**config.mk**
```make
export PLATFORM = sky130hd
export DESIGN_NAME = fetch_buffer_flat
export DESIGN_NICKNAME = d
export VERILOG_FILES = /design/src/rtl/fetch_buffer_if.sv /design/src/rtl/fetch_buffer.sv /design/src/flat_wrapper.sv
export SDC_FILE = /design/constraint.sdc
export NUM_CORES = 2
export LEC_CHECK = 0
export CORE_MARGIN = 2
export CORE_UTILIZATION = 40
export CTS_BUF_LIST = sky130_fd_sc_hd__clkbuf_4 sky130_fd_sc_hd__clkbuf_8
export CTS_CLUSTER_DIAMETER = 60
export CTS_CLUSTER_SIZE = 20
export DETAILED_ROUTE_END_ITERATION = 12
export GPL_TIMING_DRIVEN = 0
export HOLD_SLACK_MARGIN = 0.05
export SLEW_MARGIN = 20
export SYNTH_ARGS = -nofsm -noshare
export SYNTH_HDL_FRONTEND = slang
export SYNTH_SLANG_ARGS = --single-unit
```
**constraint.sdc**
```tcl
create_clock -name clk -period 13.8 [get_ports clk]
set_input_delay 2.76 -clock clk [delete_from_list [all_inputs] [get_ports clk]]
set_output_delay 2.76 -clock clk [all_outputs]
set_load 0.02 [all_outputs]
```
**src/rtl/fetch_buffer_if.sv**
```systemverilog
// Fetch-to-decode bus: ICache response group in, oldest decode group out.
// The slave side is the fetch buffer; the master side is the fetch/decode environment.
interface fetch_buffer_if #(
  parameter int FETCH_WIDTH  = 2,
  parameter int DECODE_WIDTH = 2,
  parameter int VALEN        = 32
);
  logic [FETCH_WIDTH-1:0]                  in_valid;
  logic [FETCH_WIDTH-1:0][VALEN-1:0]       in_vaddr;
  logic [FETCH_WIDTH-1:0][31:0]            in_instr;
  logic [FETCH_WIDTH-1:0][VALEN-1:0]       in_npc;
  logic                                    in_excp_valid;
  logic [5:0]                              in_excp_ecode;
  logic                                    in_ready;

  logic [DECODE_WIDTH-1:0]                 out_valid;
  logic [DECODE_WIDTH-1:0][VALEN-1:0]      out_vaddr;
  logic [DECODE_WIDTH-1:0][31:0]           out_instr;
  logic [DECODE_WIDTH-1:0][VALEN-1:0]      out_npc;
  logic [DECODE_WIDTH-1:0][6:0]            out_excp;
  logic                                    out_ready;

  modport master (
    output in_valid, in_vaddr, in_instr, in_npc, in_excp_valid, in_excp_ecode, out_ready,
    input  in_ready, out_valid, out_vaddr, out_instr, out_npc, out_excp
  );

  modport slave (
    input  in_valid, in_vaddr, in_instr, in_npc, in_excp_valid, in_excp_ecode, out_ready,
    output in_ready, out_valid, out_vaddr, out_instr, out_npc, out_excp
  );
endinterface

```
**src/rtl/fetch_buffer.sv**
```systemverilog
// Circular instruction queue between ICache fetch and decode; entries visible one cycle after write.
// in_ready needs room for a full fetch group (no same-cycle dequeue credit); flush/reset empty it.
module fetch_buffer #(
  parameter int FETCH_WIDTH  = 2,
  parameter int DECODE_WIDTH = 2,
  parameter int DEPTH        = 16,
  parameter int VALEN        = 32
) (
  input  logic          clk,
  input  logic          rst_n,
  input  logic          flush_i,
  fetch_buffer_if.slave fb
);
  localparam int PW = $clog2(DEPTH);
  localparam int CW = PW + 1;

  typedef struct packed {
    logic [VALEN-1:0] vaddr;
    logic [31:0]      instr;
    logic [VALEN-1:0] npc;
    logic             excp_v;
    logic [5:0]       ecode;
  } entry_t;

  entry_t mem [DEPTH];

  logic [PW-1:0] head, tail;
  logic [CW-1:0] count;
  logic [CW-1:0] n_enq, n_deq;
  logic          accept_rdy;
  logic [FETCH_WIDTH-1:0]         wr_en;
  logic [FETCH_WIDTH-1:0][PW-1:0] wr_idx;
  logic [PW-1:0] rd_idx;
  entry_t        rd_entry;
  logic          blocked;

  assign accept_rdy  = !flush_i && ((CW'(DEPTH) - count) >= CW'(FETCH_WIDTH));
  assign fb.in_ready = accept_rdy;

  // An exception keeps only the lowest valid lane; survivors are packed from tail upward.
  always_comb begin
    wr_en = fb.in_valid;
    if (fb.in_excp_valid) wr_en = fb.in_valid & (~fb.in_valid + FETCH_WIDTH'(1));
    if (!accept_rdy) wr_en = '0;
    n_enq  = '0;
    wr_idx = '0;
    for (int i = 0; i < FETCH_WIDTH; i++) begin
      wr_idx[i] = tail + n_enq[PW-1:0];
      if (wr_en[i]) n_enq = n_enq + CW'(1);
    end
  end

  // An exception entry is only ever presented in lane 0, and nothing follows it that cycle.
  always_comb begin
    fb.out_valid = '0;
    fb.out_vaddr = '0;
    fb.out_instr = '0;
    fb.out_npc   = '0;
    fb.out_excp  = '0;
    rd_idx       = '0;
    rd_entry     = '0;
    blocked      = 1'b0;
    n_deq        = '0;
    for (int i = 0; i < DECODE_WIDTH; i++) begin
      rd_idx   = head + PW'(i);
      rd_entry = mem[rd_idx];
      fb.out_valid[i] = (count > CW'(i)) && !blocked && ((i == 0) || !rd_entry.excp_v);
      fb.out_vaddr[i] = rd_entry.vaddr;
      fb.out_instr[i] = rd_entry.instr;
      fb.out_npc[i]   = rd_entry.npc;
      fb.out_excp[i]  = {rd_entry.excp_v, rd_entry.ecode};
      blocked = blocked | rd_entry.excp_v;
      if (fb.out_valid[i]) n_deq = n_deq + CW'(1);
    end
    if (!fb.out_ready) n_deq = '0;
  end

  always_ff @(posedge clk) begin
    if (!rst_n || flush_i) begin
      head  <= '0;
      tail  <= '0;
      count <= '0;
    end else begin
      tail  <= tail + n_enq[PW-1:0];
      head  <= head + n_deq[PW-1:0];
      count <= count + n_enq - n_deq;
    end
  end

  always_ff @(posedge clk) begin
    for (int i = 0; i < FETCH_WIDTH; i++) begin
      if (rst_n && wr_en[i]) begin
        mem[wr_idx[i]] <= '{vaddr:  fb.in_vaddr[i],
                            instr:  fb.in_instr[i],
                            npc:    fb.in_npc[i],
                            excp_v: fb.in_excp_valid,
                            ecode:  fb.in_excp_ecode};
      end
    end
  end
endmodule

```
**src/flat_wrapper.sv**
```systemverilog
// flat-port wrapper written by rule: the top's interface ports become plain ports
module fetch_buffer_flat 
#(
  parameter int FETCH_WIDTH  = 2,
  parameter int DECODE_WIDTH = 2,
  parameter int DEPTH        = 16,
  parameter int VALEN        = 32
)
  (clk, rst_n, flush_i, fb_in_valid, fb_in_vaddr, fb_in_instr, fb_in_npc, fb_in_excp_valid, fb_in_excp_ecode, fb_out_ready, fb_in_ready, fb_out_valid, fb_out_vaddr, fb_out_instr, fb_out_npc, fb_out_excp);
  fetch_buffer_if #(.FETCH_WIDTH(FETCH_WIDTH), .DECODE_WIDTH(DECODE_WIDTH), .VALEN(VALEN)) fb_i ();
  input  logic clk;
  input  logic rst_n;
  input  logic flush_i;
  input wire logic [$bits(fb_i.in_valid)-1:0] fb_in_valid;
  input wire logic [$bits(fb_i.in_vaddr)-1:0] fb_in_vaddr;
  input wire logic [$bits(fb_i.in_instr)-1:0] fb_in_instr;
  input wire logic [$bits(fb_i.in_npc)-1:0] fb_in_npc;
  input wire logic [$bits(fb_i.in_excp_valid)-1:0] fb_in_excp_valid;
  input wire logic [$bits(fb_i.in_excp_ecode)-1:0] fb_in_excp_ecode;
  input wire logic [$bits(fb_i.out_ready)-1:0] fb_out_ready;
  output wire logic [$bits(fb_i.in_ready)-1:0] fb_in_ready;
  output wire logic [$bits(fb_i.out_valid)-1:0] fb_out_valid;
  output wire logic [$bits(fb_i.out_vaddr)-1:0] fb_out_vaddr;
  output wire logic [$bits(fb_i.out_instr)-1:0] fb_out_instr;
  output wire logic [$bits(fb_i.out_npc)-1:0] fb_out_npc;
  output wire logic [$bits(fb_i.out_excp)-1:0] fb_out_excp;
  assign fb_i.in_valid = fb_in_valid;
  assign fb_i.in_vaddr = fb_in_vaddr;
  assign fb_i.in_instr = fb_in_instr;
  assign fb_i.in_npc = fb_in_npc;
  assign fb_i.in_excp_valid = fb_in_excp_valid;
  assign fb_i.in_excp_ecode = fb_in_excp_ecode;
  assign fb_i.out_ready = fb_out_ready;
  assign fb_in_ready = fb_i.in_ready;
  assign fb_out_valid = fb_i.out_valid;
  assign fb_out_vaddr = fb_i.out_vaddr;
  assign fb_out_instr = fb_i.out_instr;
  assign fb_out_npc = fb_i.out_npc;
  assign fb_out_excp = fb_i.out_excp;
  fetch_buffer #(.FETCH_WIDTH(FETCH_WIDTH), .DECODE_WIDTH(DECODE_WIDTH), .DEPTH(DEPTH), .VALEN(VALEN)) u_core (.clk(clk), .rst_n(rst_n), .flush_i(flush_i), .fb(fb_i));
endmodule
```
Word level (Yosys, flattened, before mapping)
Memory sizes are Yosys's and may differ from the RTL's. A register that Yosys moved wholly into a read port is not among the register bits.
Cells that the tools add are included.
{"block": "totals", "ram_bits": 1648, "out_inout_bits": 209, "reg_bits": 13, "elab_cells": 41, "memories": 1, "input_bits": 205}
{"memory": "u_core.mem", "words": 16, "word_bits": 103, "rd": 2, "rd_clocked_by_memory_dff": 1, "wr": 2, "line_no": "fetch_buffer.sv:25", "source": "entry_t mem [DEPTH];"}
{"block": "classes", "n_reduce_logical": 10, "n_lt_le_gt_ge": 3, "bitwise": 2, "n_addsub": 10, "n_mux": 12}
{"cell": "$mux W5", "count": 3}
{"cell": "$gt A5 B1 Y1 const B", "count": 2}
{"cell": "$add A4 B4 Y4", "count": 2}
{"cell": "$mux W1", "count": 6}
{"cell": "$add A5 B5 Y5", "count": 1}
{"cell": "$ge A5 B2 Y1 const B", "count": 1}
{"cell": "$logic_and A1 B1 Y1", "count": 5}
{"cell": "$sub A5 B5 Y5", "count": 1}
{"cell": "$sub A5 B5 Y5 const A", "count": 1}
{"cell": "$add A1 B1 Y2 const B", "count": 2}
{"cell": "$add A4 B1 Y4", "count": 1}
{"cell": "$add A4 B1 Y4 const B", "count": 1}
{"cell": "$logic_not A1 Y1", "count": 4}
{"cell": "$mux W2", "count": 2}
{"cell": "$mux W4", "count": 1}
{"cell": "$add A2 B1 Y2 const B", "count": 1}
{"cell": "$and A2 B2 Y2", "count": 1}
{"cell": "$not A2 Y2", "count": 1}
{"cell": "$logic_or A1 B1 Y1", "count": 1}

Longest topological paths before layout
{"block": "logic_depth", "depth_word": 10, "depth_mapped": 20, "depth_no_buf": 17}

Least setup slack after synthesis
No wires, ideal clock.
{"block": "synth_timing", "kind": "in2reg", "from": "input rst_n", "to": "memory u_core.mem[7][0] (netlist name) (enable)", "required_time_ns": 13.093, "arrival_time_ns": 10.625, "setup_ns": 0.707, "slack_ns": 2.468, "n_path_buf": 0, "path_stages": 4, "path_cell_list": "nor2b_1 > and3_1 > nand3_1 > o21ai_0"}
{"element": "start: declaration", "line_no": "flat_wrapper.sv:12", "source": "input logic rst_n;"}
{"element": "end: declaration", "line_no": "fetch_buffer.sv:25"}

Worst setup path in the final report
{"block": "layout_timing", "from": "register u_core.head[1]", "to": "output fb_out_excp[13]"}
{"block": "layout_between", "elab_chain_cells": 2}
{"element": "start: declaration", "line_no": "fetch_buffer.sv:27", "source": "logic [PW-1:0] head, tail;"}
{"element": "start signal: assignment", "line_no": "fetch_buffer.sv:85", "source": "head <= head + n_deq[PW-1:0];"}
{"element": "$add A4 B1 Y4", "line_no": "fetch_buffer.sv:65", "source": "rd_idx = head + PW'(i);"}
{"element": "$mem_v2 Z16 W103"}
{"element": "end: declaration", "line_no": "flat_wrapper.sv:26", "source": "output wire logic [$bits(fb_i.out_excp)-1:0] fb_out_excp;"}
No other way between the ends.

==> impl_metrics.tcl <==
set metrics [dict create \
    routed_wl_um 351000 \
    fill_cells 20100 \
    r2r-end "u_core.count[4]" \
    synth_fa_ha_area_frac 0.00349 \
    finalCritPeriodShare 0.664 \
    remaining_drc_errors 0 \
    syn_nets 5219 \
    start_kind "flip-flop" \
    cts_resized 0 \
    grt_pass1_wl_um 482000 \
    synth_edf_count 1648 \
    cts_tree "done" \
    final_cells 9033 \
    crit_path_start "u_core.head[1]" \
    dieArea_um2 241000 \
    grt_remaining_overflow 0 \
    drt-vias-per-instance 6.47 \
    synth_top_area_cell "edfxtp_1" \
    cts-root-buf "clkbuf_8" \
    worstPathRequired_ns 11.04 \
    synth-simple-area-share 0.00505 \
    nNetsFinal 5949 \
    antenna_found_initial 47 \
    grt_pass1_vias 59000 \
    peakVddDrop_mv 0.0970 \
    worstPathArrival_ns 6.40 \
    min_period_ns 9.16 \
    min_path_cells 2 \
    muxShareOfSynthArea 0.432 \
    synth_compound_area_frac 0.00292 \
    finalSetupViolations 0 \
    via_count 58400 \
    groute.usage.overall 0.287 \
    avgSynthCellArea_um2 19.0 \
    rows 178 \
    cts_buffers 158 \
    maxSlewViolCount 0 \
    ff2ff_path_depth 20 \
    postCtsSetupRepairBufs 0 \
    slew_headroom 0.152 \
    final_core_util 0.471 \
    cap_violations 0 \
    clk_pin_slew_ns 0.10 \
    io_pins 414 \
    start_util 0.403 \
    hp-class "reg2reg" \
    area_growth_pct 17.0 \
    worst_pin_slew_ns 1.27 \
    ys_warn_count 0 \
    hold_buffers 0 \
    synth-xor-area-share 0.00118 \
    power.density_nw_per_um2 129 \
    fin_tns_setup_ns 0 \
    synth_top_area_frac 0.523 \
    cts_num_sinks 1661 \
    power_leakage_nw 34.4 \
    synth_cell_types 54 \
    drive_gt1_frac 0.546 \
    wire_per_inst_um 38.8 \
    htree_levels 4 \
    grt_max_degree 21 \
    finClkSkew_ns 0.0556 \
    whs_endpoint "u_core.head[3]" \
    finalPower_mw 14.3 \
    synth_top_cells_by_area "edfxtp_1 (52%), mux4_2 (24%), mux2_2 (15%)" \
    placed_cells 8709 \
    synth-seq-area-share 0.526 \
    die_y_um 490 \
    first_iter_violations 7867 \
    status "completed" \
    gp_congestion 0.818 \
    coreArea_um2 235000 \
    worstPathMaxFanout 10 \
    dr.pass1.iters 5 \
    io_buffers 413 \
    mostFrequentLayoutCells "edfxtp_1 (1648), mux2_2 (1261), mux4_2 (1025)" \
    min-delay-start "u_core.head[3]" \
    synth_flop_cell "edfxtp_1" \
    cp-end-kind "output port" \
    async_flop_share 0 \
    clk_path_buf_depth 3 \
    r2r_start "u_core.head[1]" \
    die_w_um 490 \
    rsz0062_at_grt "false" \
    hold_ws_ns 0.634 \
    fmax_ghz 0.109 \
    syn_inst 4990 \
    place_hpwl_um 243000 \
    layout_commonest_cell "edfxtp_1" \
    hold_viol 0 \
    ant_nets 0 \
    insertion_delay_ns 1.02 \
    ys_ff_latch 1661 \
    reg2reg_slack_ns 7.35 \
    synth_area_um2 94700 \
    path_class "reg2out" \
    synth_top_family_by_area "multiplexers" \
]
cell families (layout without fill, tap and decap cells):
| group | count (synthesis) | in the layout |
|---|---|---|
| compound gates | 36 | 36 |
| xor+xnor | 11 | 11 |
| fa+ha+maj | 24 | 24 |
| buf+inv | 611 | 1477 |
| flops | 1661 | 1661 |
| mux | 2568 | 2568 |
| other cells | 0 | 27 |
| simple gates | 79 | 79 |
metal layers:
layer  wire [um]  global-route usage  up-vias
met3       36300              0.0739      697
met1      136000               0.387    31300
met5         192                   0        -
met2      163000               0.447     3707
met4       15100               0.112       28
li1            -                   -    22600
cell type report:
class / instances / area [um^2] / share of cell area
diodes: 27 / 67.6 / 0.000610
clock inverters: 129 / 1580 / 0.0142
flip-flops and latches: 1661 / 49700 / 0.449
clock buffers: 167 / 2260 / 0.0204
repair buffers: 570 / 7980 / 0.0721
plain buffers: 591 / 2870 / 0.0259
inverters: 20 / 75.1 / 0.000678
multi-input cells: 2718 / 42300 / 0.381
well taps: 3150 / 3940 / 0.0356
synth_stat cells (all sizes together) (5+ instances only):
master  instances
nor2           24
edfxtp       1648
nand2           9
buf           315
xnor2           7
o21ai           5
and2           10
mux2i           7
dfxtp          13
inv            20
nor2b           6
mux4         1025
nor3            8
nand2b          7
o22ai           8
o21bai          7
ha             20
mux2         1536
nand3           7
clkbuf        276
worst max-delay path by stage:
stage,endpoint,slack [ns],cells after the start
after floorplan,u_core.mem[7][0],2.47,4
after global placement,u_core.mem[11][59],-11.44,5
after detailed placement,fb_out_excp[13],5.88,9
after CTS,fb_out_excp[13],4.74,9
after global routing,fb_out_excp[13],4.66,9
final,fb_out_excp[13],4.64,9
sequential cells by signal, indices dropped and copies added, names as in the netlist:
| name | count |
|---|---|
| u_core.mem | 1648 |
| u_core.tail | 4 |
| u_core.head | 4 |
| u_core.count | 5 |
power breakdown:
group          switching, mW  internal [mW]  leakage, nW
registers             0.0473           5.66         14.9
logic                   2.64           2.28         17.6
clock network           2.19           1.49         1.89
total                   4.87           9.43         34.4
stage by stage:
| stage | instance area (um^2) | worst slack [ns] |
|---|---|---|
| finish | 111000 | 4.64 |
| floorplan | 94700 | 2.47 |
| detailed placement | 107000 | 5.88 |
| global placement | 103000 | -11.44 |
| CTS | 111000 | 4.74 |
| global route | 111000 | 4.66 |
worst max-delay path, cell delays in order (launching register included):
cell             delay, ns
dfxtp_1               0.39
clkbuf_1              0.72
buf_2                 0.76
nand3_1               0.36
xnor2_1               0.72
clkbuf_2              0.54
buf_16                0.22
mux2i_1               0.10
o21ai_0               0.79
clkdlybuf4s50_1       0.76
Power figures use the tool's default switching activity.
